--- src/rtl/fft_rd_pkg.sv ---
// Shared definitions for the FFT modulus FIFO read engine: FSM state type,
// default field layout of the 73-bit FIFO word and the saturating scaler.
package fft_rd_pkg;

    // Framing state: SYNC hunts for a start-of-frame word, RUN follows the frame.
    typedef enum logic {
        SYNC = 1'b0,
        RUN  = 1'b1
    } rd_state_t;

    // Default geometry of the FIFO word {sof, index, modulus}.
    localparam int DEF_IDX_WIDTH  = 11;
    localparam int DEF_MOD_WIDTH  = 61;
    localparam int DEF_DATA_WIDTH = 1 + DEF_IDX_WIDTH + DEF_MOD_WIDTH;
    localparam int DEF_MAG_WIDTH  = 16;
    localparam int DEF_MAG_SHIFT  = 24;

    // Field offsets inside the default word.
    localparam int MOD_LSB = 0;
    localparam int IDX_LSB = DEF_MOD_WIDTH;
    localparam int SOF_BIT = DEF_IDX_WIDTH + DEF_MOD_WIDTH;

    // Widest modulus / magnitude the scaler handles.
    localparam int SAT_IN_W  = 128;
    localparam int SAT_OUT_W = 32;

    // min(value >> shift, 2**mag_w - 1); mag_w must not exceed SAT_OUT_W.
    function automatic logic [SAT_OUT_W-1:0] sat_shift(
        input logic [SAT_IN_W-1:0] value,
        input int                  shift,
        input int                  mag_w
    );
        logic [SAT_IN_W-1:0] shifted;
        logic [SAT_IN_W-1:0] limit;
        shifted = value >> shift;
        limit   = (SAT_IN_W'(1) << mag_w) - SAT_IN_W'(1);
        return SAT_OUT_W'((shifted > limit) ? limit : shifted);
    endfunction

endpackage

--- src/rtl/fft_rd_skid.sv ---
// Two-entry valid/ready skid buffer. The producer only pushes when it has
// reserved space (occupancy is exported for that purpose), so a push into
// a full buffer without a simultaneous pop never happens.
module fft_rd_skid
    import fft_rd_pkg::*;
#(
    parameter int WIDTH = 8
) (
    input  logic             clk,
    input  logic             rst_n,
    input  logic             push,
    input  logic [WIDTH-1:0] push_data,
    input  logic             pop_ready,
    output logic             out_valid,
    output logic [WIDTH-1:0] out_data,
    output logic [1:0]       occ
);

    logic [WIDTH-1:0] head_q, head_d;
    logic [WIDTH-1:0] tail_q, tail_d;
    logic [1:0]       occ_q, occ_d;
    logic             pop;

    assign pop       = (occ_q != 2'd0) & pop_ready;
    assign out_valid = (occ_q != 2'd0);
    assign out_data  = head_q;
    assign occ       = occ_q;

    // Next-state of the two entries: head is always the oldest word.
    always_comb begin
        // NOTE: every signal gets a default first so no path leaves it unassigned (no latch).
        head_d = head_q;
        tail_d = tail_q;
        occ_d  = occ_q;
        case (occ_q)
            2'd0: begin
                if (push) begin
                    head_d = push_data;
                    occ_d  = 2'd1;
                end
            end
            2'd1: begin
                case ({push, pop})
                    2'b11: head_d = push_data;
                    2'b10: begin
                        tail_d = push_data;
                        occ_d  = 2'd2;
                    end
                    2'b01: occ_d = 2'd0;
                    default: ;
                endcase
            end
            2'd2: begin
                if (pop) begin
                    head_d = tail_q;
                    occ_d  = 2'd1;
                    if (push) begin
                        tail_d = push_data;
                        occ_d  = 2'd2;
                    end
                end
            end
            default: occ_d = 2'd0;
        endcase
    end

    // Entry and occupancy registers.
    always_ff @(posedge clk or negedge rst_n) begin
        if (!rst_n) begin
            // NOTE: the data entries are reset too so the presented fields read 0, not X, after reset.
            head_q <= '0;
            tail_q <= '0;
            occ_q  <= 2'd0;
        end else begin
            // NOTE: sequential state uses <= so every flop samples pre-edge values; comb blocks use =.
            head_q <= head_d;
            tail_q <= tail_d;
            occ_q  <= occ_d;
        end
    end

endmodule

--- src/rtl/fft_modulus_fifo_rd.sv ---
// Read-side engine of the FFT modulus FIFO. Pops 73-bit words, checks the
// frame framing (sof on index 0, contiguous indices), scales the modulus to
// the display magnitude and streams bins out through a 2-entry skid buffer.
// Optional peak tracker: define FFT_RD_PEAK_EN to add peak_mag/peak_index/
// peak_valid; without it the block has no peak ports or logic.
module fft_modulus_fifo_rd
    import fft_rd_pkg::*;
#(
    parameter int IDX_WIDTH  = DEF_IDX_WIDTH,
    parameter int MOD_WIDTH  = DEF_MOD_WIDTH,
    parameter int DATA_WIDTH = DEF_DATA_WIDTH,   // must equal 1+IDX_WIDTH+MOD_WIDTH
    parameter int MAG_WIDTH  = DEF_MAG_WIDTH,
    parameter int MAG_SHIFT  = DEF_MAG_SHIFT
) (
    input  logic                  clk,
    input  logic                  rst_n,
    input  logic                  enable,
    output logic                  fifo_rd_en,
    input  logic [DATA_WIDTH-1:0] fifo_rd_data,
    input  logic                  fifo_rd_empty,
    output logic                  m_valid,
    input  logic                  m_ready,
    output logic [MAG_WIDTH-1:0]  m_mag,
    output logic [IDX_WIDTH-1:0]  m_index,
    output logic                  m_sof,
    output logic                  m_last,
    output logic                  frame_done,
    output logic                  sync_err,
    output logic [15:0]           frame_cnt
`ifdef FFT_RD_PEAK_EN
    ,
    output logic [MAG_WIDTH-1:0]  peak_mag,
    output logic [IDX_WIDTH-1:0]  peak_index,
    output logic                  peak_valid
`endif
);

    localparam int SOF_POS = DATA_WIDTH - 1;
    localparam int IDX_POS = MOD_WIDTH;
    localparam int ENTRY_W = 2 + IDX_WIDTH + MAG_WIDTH;

    localparam logic [IDX_WIDTH-1:0] IDX_ZERO = '0;
    localparam logic [IDX_WIDTH-1:0] IDX_ONE  = IDX_WIDTH'(1);
    localparam logic [IDX_WIDTH-1:0] IDX_LAST = {IDX_WIDTH{1'b1}};

    // ------------------------------------------------------------------
    // Read issue: keep skid occupancy plus the word in flight at most 2.
    // ------------------------------------------------------------------
    logic       inflight_q;
    logic [1:0] occ;
    logic       pop;
    logic [2:0] budget;

    assign pop        = m_valid & m_ready;
    assign budget     = {1'b0, occ} + {2'b0, inflight_q} - {2'b0, pop};
    assign fifo_rd_en = enable & ~fifo_rd_empty & (budget < 3'd2);

    // The FIFO has no output register: data for a strobe arrives next cycle.
    always_ff @(posedge clk or negedge rst_n) begin
        if (!rst_n) inflight_q <= 1'b0;
        else        inflight_q <= fifo_rd_en;
    end

    // ------------------------------------------------------------------
    // Word classification.
    // ------------------------------------------------------------------
    logic                 w_sof;
    logic [IDX_WIDTH-1:0] w_idx;
    logic [MOD_WIDTH-1:0] w_mod;
    logic                 is_first;
    logic                 in_seq;

    rd_state_t            state_q, state_d;
    logic [IDX_WIDTH-1:0] exp_idx_q, exp_idx_d;

    assign w_sof    = fifo_rd_data[SOF_POS];
    assign w_idx    = fifo_rd_data[IDX_POS +: IDX_WIDTH];
    assign w_mod    = fifo_rd_data[MOD_WIDTH-1:0];
    assign is_first = w_sof & (w_idx == IDX_ZERO);
    // Expected word: sof set exactly when the expected index is 0.
    assign in_seq   = (w_sof == (exp_idx_q == IDX_ZERO)) & (w_idx == exp_idx_q);

    // ------------------------------------------------------------------
    // Framing FSM.
    // ------------------------------------------------------------------
    logic push_c;
    logic err_c;

    // State register with the expected-index tracker.
    always_ff @(posedge clk or negedge rst_n) begin
        if (!rst_n) begin
            state_q   <= SYNC;
            exp_idx_q <= IDX_ZERO;
        end else begin
            state_q   <= state_d;
            exp_idx_q <= exp_idx_d;
        end
    end

    // Next-state logic: expected index wraps naturally after the last bin.
    always_comb begin
        state_d   = state_q;
        exp_idx_d = exp_idx_q;
        case (state_q)
            SYNC: begin
                if (inflight_q && is_first) begin
                    state_d   = RUN;
                    exp_idx_d = IDX_ONE;
                end
            end
            RUN: begin
                if (inflight_q) begin
                    if (in_seq) begin
                        exp_idx_d = exp_idx_q + IDX_ONE;
                    end else if (is_first) begin
                        exp_idx_d = IDX_ONE;
                    end else begin
                        state_d   = SYNC;
                        exp_idx_d = IDX_ZERO;
                    end
                end else if (!enable) begin
                    // Reads stopped and nothing left in flight: resync on restart.
                    state_d   = SYNC;
                    exp_idx_d = IDX_ZERO;
                end
            end
            default: begin
                state_d   = SYNC;
                exp_idx_d = IDX_ZERO;
            end
        endcase
    end

    // Output logic: which returned words enter the skid, which are errors.
    always_comb begin
        push_c = 1'b0;
        err_c  = 1'b0;
        case (state_q)
            SYNC: push_c = inflight_q & is_first;
            RUN: begin
                if (inflight_q) begin
                    push_c = in_seq | is_first;
                    err_c  = ~in_seq;
                end
            end
            default: ;
        endcase
    end

    // ------------------------------------------------------------------
    // Scaling and skid buffer.
    // ------------------------------------------------------------------
    logic [MAG_WIDTH-1:0] push_mag;
    logic [ENTRY_W-1:0]   push_entry;
    logic [ENTRY_W-1:0]   skid_out;

    assign push_mag   = MAG_WIDTH'(sat_shift(SAT_IN_W'(w_mod), MAG_SHIFT, MAG_WIDTH));
    assign push_entry = {w_sof, (w_idx == IDX_LAST), w_idx, push_mag};

    fft_rd_skid #(
        .WIDTH (ENTRY_W)
    ) u_skid (
        .clk       (clk),
        .rst_n     (rst_n),
        .push      (push_c),
        .push_data (push_entry),
        .pop_ready (m_ready),
        .out_valid (m_valid),
        .out_data  (skid_out),
        .occ       (occ)
    );

    assign {m_sof, m_last, m_index, m_mag} = skid_out;

    // Frame completion and error pulses.
    always_ff @(posedge clk or negedge rst_n) begin
        if (!rst_n) begin
            frame_done <= 1'b0;
            sync_err   <= 1'b0;
            frame_cnt  <= 16'd0;
        end else begin
            frame_done <= pop & m_last;
            sync_err   <= err_c;
            if (pop && m_last) frame_cnt <= frame_cnt + 16'd1;
        end
    end

`ifdef FFT_RD_PEAK_EN
    // ------------------------------------------------------------------
    // Peak tracker over accepted beats of the current frame.
    // ------------------------------------------------------------------
    logic [MAG_WIDTH-1:0] trk_mag_q, cand_mag;
    logic [IDX_WIDTH-1:0] trk_idx_q, cand_idx;

    // Candidate peak: cleared by a framing error, restarted by the sof beat;
    // strict '>' keeps the earlier (lower) index on ties.
    always_comb begin
        cand_mag = err_c ? '0 : trk_mag_q;
        cand_idx = err_c ? '0 : trk_idx_q;
        if (pop && (m_sof || (m_mag > cand_mag))) begin
            cand_mag = m_mag;
            cand_idx = m_index;
        end
    end

    // Tracker and published peak registers.
    always_ff @(posedge clk or negedge rst_n) begin
        if (!rst_n) begin
            trk_mag_q  <= '0;
            trk_idx_q  <= '0;
            peak_mag   <= '0;
            peak_index <= '0;
            peak_valid <= 1'b0;
        end else begin
            trk_mag_q  <= cand_mag;
            trk_idx_q  <= cand_idx;
            peak_valid <= pop & m_last;
            if (pop && m_last) begin
                peak_mag   <= cand_mag;
                peak_index <= cand_idx;
            end
        end
    end
`else
    // Peak tracking not built: no extra ports or state.
`endif

endmodule

--- config.mk ---
export PLATFORM = sky130hd
export DESIGN_NAME = fft_modulus_fifo_rd
export DESIGN_NICKNAME = d
export VERILOG_FILES = /design/src/rtl/fft_rd_pkg.sv /design/src/rtl/fft_rd_skid.sv /design/src/rtl/fft_modulus_fifo_rd.sv
export SDC_FILE = /design/constraint.sdc
export NUM_CORES = 1
export LEC_CHECK = 0
export BUFFER_PORTS_ARGS = -buffer_cell sky130_fd_sc_hd__buf_2
export CAP_MARGIN = 10
export CORE_MARGIN = 5
export CORE_UTILIZATION = 35
export CTS_CLUSTER_DIAMETER = 200
export DETAILED_ROUTE_END_ITERATION = 10
export SYNTH_ARGS = -nofsm -noshare
export SYNTH_HDL_FRONTEND = slang
export SYNTH_HIERARCHICAL = 1
export SYNTH_SLANG_ARGS = --single-unit
--- constraint.sdc ---
create_clock -name clk -period 2.7 [get_ports clk]
set_clock_uncertainty 0.15 [all_clocks]
set_input_delay 0.27 -clock clk [delete_from_list [all_inputs] [get_ports clk]]
set_output_delay 0.27 -clock clk [all_outputs]
set_load 0.03 [all_outputs]
==> results by stage <==
Cells and area:
- 0 antenna diodes ended up in the layout.
- From synthesis to final layout, the design area changed by 37.4%.
- The count of placed standard cells in the final layout, fillers left out is 688.
- The post-route netlist has 49.0% of its cells at a drive strength greater than 1.
- Fill cells in the final layout number 1,192.
- In the layout the commonest cells are sky130_fd_sc_hd__buf_2 (100), sky130_fd_sc_hd__dfrtp_1 (91), sky130_fd_sc_hd__mux2_4 (55).
- Registers take 2280 um2.
- The commonest non-fill, non-tap cell in the layout is sky130_fd_sc_hd__buf_2.
- In the final layout, the multi-input gates occupy 2480 um2.
- At the end of the flow, the number of nets in the layout was 594.

Critical path:
- The required time reported for the critical path endpoint is 2.78 ns.
- The highest net fanout along the worst path is 6.
- The critical path arrival is 2.88 ns.
- The worst setup path is launched from a flip-flop.
- STA classifies the critical path endpoint as a flip-flop.
- The worst setup path is of the flip-flop to flip-flop kind.

Logic synthesis:
- The synthesized design contains 0 enable-type register cells.
- Synthesis instantiated 48 different standard cells from the library.
- Of all cell types, the one taking the most synthesized area is sky130_fd_sc_hd__dfrtp_1.
- A synthesized cell averages 12.5 um2.
- The sequential area share after synthesis is 49.6%.
- In the synthesized netlist the dominant register cell turns out to be sky130_fd_sc_hd__dfrtp_1.
- Synthesis produced 368 cells.
- Yosys printed 6 warnings.
- The register bit total from synthesis is 91.
- Of all flip-flops after synthesis, the portion carrying an async set or reset was 100%.
- By area the synthesized netlist is led by sky130_fd_sc_hd__dfrtp_1 (50%), sky130_fd_sc_hd__mux2_2 (11%), sky130_fd_sc_hd__mux2_1 (8.3%).
- Summing every instance area after synthesis gives 4600 um2.
- The portion of synthesized cell area occupied by the leading cell type is 49.6%.
- When the netlist entered floorplanning its net count stood at 451.

Floorplan:
- The core area is 12,700 um2.
- The overall die area is 15,500 um2.
- After floorplanning, the core was divided into 41 placement rows.
- The starting density of the core is 36.1%.
- The I/O pin total is 127.
- The overall die height is 125 um.
- Measured along the x axis, the die boundary spans 125 um.

Clocking:
- The tree is rooted in a sky130_fd_sc_hd__clkbuf_16.
- The maximum buffer depth of the clock tree is 2.
- The clock insertion delay at the later pin of the skew report is 0.34 ns.
- The number of H-tree levels is 3.
- After clock tree synthesis, the clock-pin slew on the worst setup and hold paths is 0.07 ns.
- The clock tree from TritonCTS is built.
- The TritonCTS buffer count is 9.
- The number of clock sinks is 91.

Drt:
- The routed wirelength normalized by instance count is 16.5 um.
- For this block, the routed nets add up to 11.4 mm of wire.
- In this run the remaining antenna-violating nets after routing total 0.
- The via density per instance is 4.90.
- For this run, design rule violations remaining after detail routing come to 0.
- The first routing iteration left 146 violations.
- The number of iterations in the first detailed-routing pass is 4.
- The total via count in the routed design is 3,373.

Pwr:
- The relative contribution of combinational cells to total power is 10.1%.
- The largest vdd supply drop is 0.454 mV.
- Dividing total power by cell area gives a power density of 467 nW/um2.
- The relative contribution of sequential cells to total power is 48.2%.
- Summed over all cells, the static leakage comes to 2.98 nW.
- The portion of total power attributed to the clock network is 41.8%.
- The switching power summed over all nets is 723 uW.
- The net switching fraction of the power is 24.5%.
- Cell internal power was estimated by the tool at 2.23 mW.

Placed design:
- The post-DP HPWL is 7.78 mm.
- The global placer's final weighted congestion is 0.867.
- The port buffer count is 102.
- The number of placed cells counting well taps is 658.

Worst hold path:
- The tightest min-delay check is of the input pin to flip-flop type.

Timing:
- The final number of hold-violating endpoints is 0.
- The tightest hold path in the finished design has a slack of 0.0698 ns.
- Setup repair after global routing could not meet its margin everywhere.
- Of the available clock period, the critical path in the final layout requires 104%.
- The max-slew violation count is 0.
- The routed design could run at a clock period as short as 2.81 ns.
- The remaining max-slew budget at the tightest pin is 63.3%.
- Derived from the worst setup path, the maximum achievable clock frequency is 356 MHz.
- For the pin with the worst max-slew slack, the measured transition is 0.550 ns.
- Once routing completed, OpenROAD measured the worst setup slack at -0.105 ns.
- Setup violations remaining at the end of the flow were counted as 59.

Global routing:
- The via count of the first global-routing pass is 3,597.
- The initial antenna violation count is 0.
- The pin count of the biggest net entering global routing is 52.
- The total overflow left after global routing is 0.
- The global-route usage over all layers is 14.5%.
- The first global-routing pass estimated 18.3 mm of wire.

Status:
- The final reports fail on setup timing.
- The run finished, with violations left.

Flow run:
- Across the run, the number of max-cap violations was 0.
-- stage by stage --
step | utilization, % | setup WS (ns) | instance area (um2) | TNS (ns) | power (mW)
finish | 49.6 | -0.105 | 6310 | -3.58 | 2.95
global route | 49.6 | -0.241 | 6310 | -11.44 | 3.08
CTS | 48.1 | -0.147 | 6110 | -2.76 | 2.99
detailed placement | 43.9 | -0.148 | 5590 | -3.66 | 1.72
floorplan | - | -0.0852 | 4680 | -1.02 | 1.58
global placement | 43.9 | -0.0798 | 5590 | -1.51 | 1.72
-- worst max-delay path, stage by stage, from the launching register on --
cell	delay, ns
sky130_fd_sc_hd__dfrtp_1	0.39
sky130_fd_sc_hd__inv_2	0.09
sky130_fd_sc_hd__ha_4	0.13
sky130_fd_sc_hd__nor4b_4	0.20
sky130_fd_sc_hd__nand4_1	0.20
sky130_fd_sc_hd__a2111oi_4	0.37
sky130_fd_sc_hd__or2_4	0.25
sky130_fd_sc_hd__buf_6	0.11
sky130_fd_sc_hd__a32o_2	0.23
sky130_fd_sc_hd__buf_12	0.13
sky130_fd_sc_hd__buf_8	0.13
sky130_fd_sc_hd__mux2_4	0.30
-- per-layer routing --
layer / vias up / track usage [%] / share of wire, %
li1: 1592 / - / -
met1: 1644 / 18.5 / 44
met2: 121 / 23.0 / 47
met3: 16 / 5.70 / 7.3
met4: 0 / 4.13 / 1.7
met5: - / 0 / 0
-- cell type report --
type	instances	area share, %
Sequential cell	91	36.1
Multi-Input combinational cell	255	39.4
Inverter	8	0.476
Clock inverter	3	0.337
Tap cell	172	3.41
Timing Repair Buffer	146	16.1
Clock buffer	13	4.28
-- cells in the mapped netlist (3+ instances only) --
master,number
sky130_fd_sc_hd__nand3_1,7
sky130_fd_sc_hd__nor3_1,6
sky130_fd_sc_hd__nand2b_1,12
sky130_fd_sc_hd__nor2b_1,3
sky130_fd_sc_hd__xnor2_1,23
sky130_fd_sc_hd__buf_6,4
sky130_fd_sc_hd__xor2_1,12
sky130_fd_sc_hd__nor4_1,8
sky130_fd_sc_hd__o211ai_1,3
sky130_fd_sc_hd__mux2_4,10
sky130_fd_sc_hd__buf_2,5
sky130_fd_sc_hd__mux2_2,44
sky130_fd_sc_hd__dfrtp_1,91
sky130_fd_sc_hd__nand4_1,12
sky130_fd_sc_hd__and4_1,3
sky130_fd_sc_hd__inv_1,8
sky130_fd_sc_hd__mux2_1,34
sky130_fd_sc_hd__ha_1,4
sky130_fd_sc_hd__or2b_1,8
sky130_fd_sc_hd__and2_1,4
sky130_fd_sc_hd__o21ai_0,4
sky130_fd_sc_hd__nand2_1,17
sky130_fd_sc_hd__nor2_1,16
-- registers in the layout (all words and copies together) (netlist names) --
register	flops
u_skid/out_data	29
u_skid/tail_q	29
frame_cnt	16
exp_idx_q	11
u_skid/occ	2
frame_done	1
inflight_q	1
state_q	1
sync_err	1
-- repair_timing --
item | CTS | global route
buffers inserted | 6 | 3
setup endpoints to repair | 49 | 59
hold endpoints to repair | 40 | 0
hold buffers | 1 | 0
gates resized for setup | 27 | 30
cloned | 2 | 2
pin swaps | 4 | 5
-- worst paths after layout --
kind	start	end	slack, ns	cells after the start
worst max register to register	exp_idx_q[0]$_DFFE_PN0P_	u_skid/out_data[7]$_DFFE_PN0P_	-0.11	11
min in group asynchronous	rst_n	u_skid/out_data[12]$_DFFE_PN0P_	0.30	2
worst max-delay path	exp_idx_q[0]$_DFFE_PN0P_	u_skid/out_data[7]$_DFFE_PN0P_	-0.11	11
max in group asynchronous	rst_n	u_skid/out_data[26]$_DFFE_PN0P_	1.41	3
worst min-delay path	fifo_rd_empty	inflight_q$_DFF_PN0_	0.07	3
worst min register to register	frame_cnt[15]$_DFFE_PN0P_	frame_cnt[15]$_DFFE_PN0P_	0.32	1
-- cell families (layout without fill, tap and decap cells) --
family	Yosys count	in the layout	share of synthesized area [%]
AO/OA/AOI/OAI	22	22	3.92
XOR/XNOR	35	35	6.67
adder cells (fa/ha/maj)	5	5	1.52
buffers and inverters	22	170	2.75
flip-flops	91	91	49.6
multiplexers	88	88	22.4
AND/OR/NAND/NOR	105	105	13.2
-- power by group through the flow --
stage	logic [mW]	clock network (mW)	registers [mW]
2_1_floorplan	0.0654	0	1.52
3_3_place_gp	0.276	0	1.45
3_5_place_dp	0.279	0	1.45
4_1_cts	0.296	1.27	1.42
5_1_grt	0.321	1.33	1.42
6_report	0.297	1.23	1.42
(Power assumes the default switching activity.)
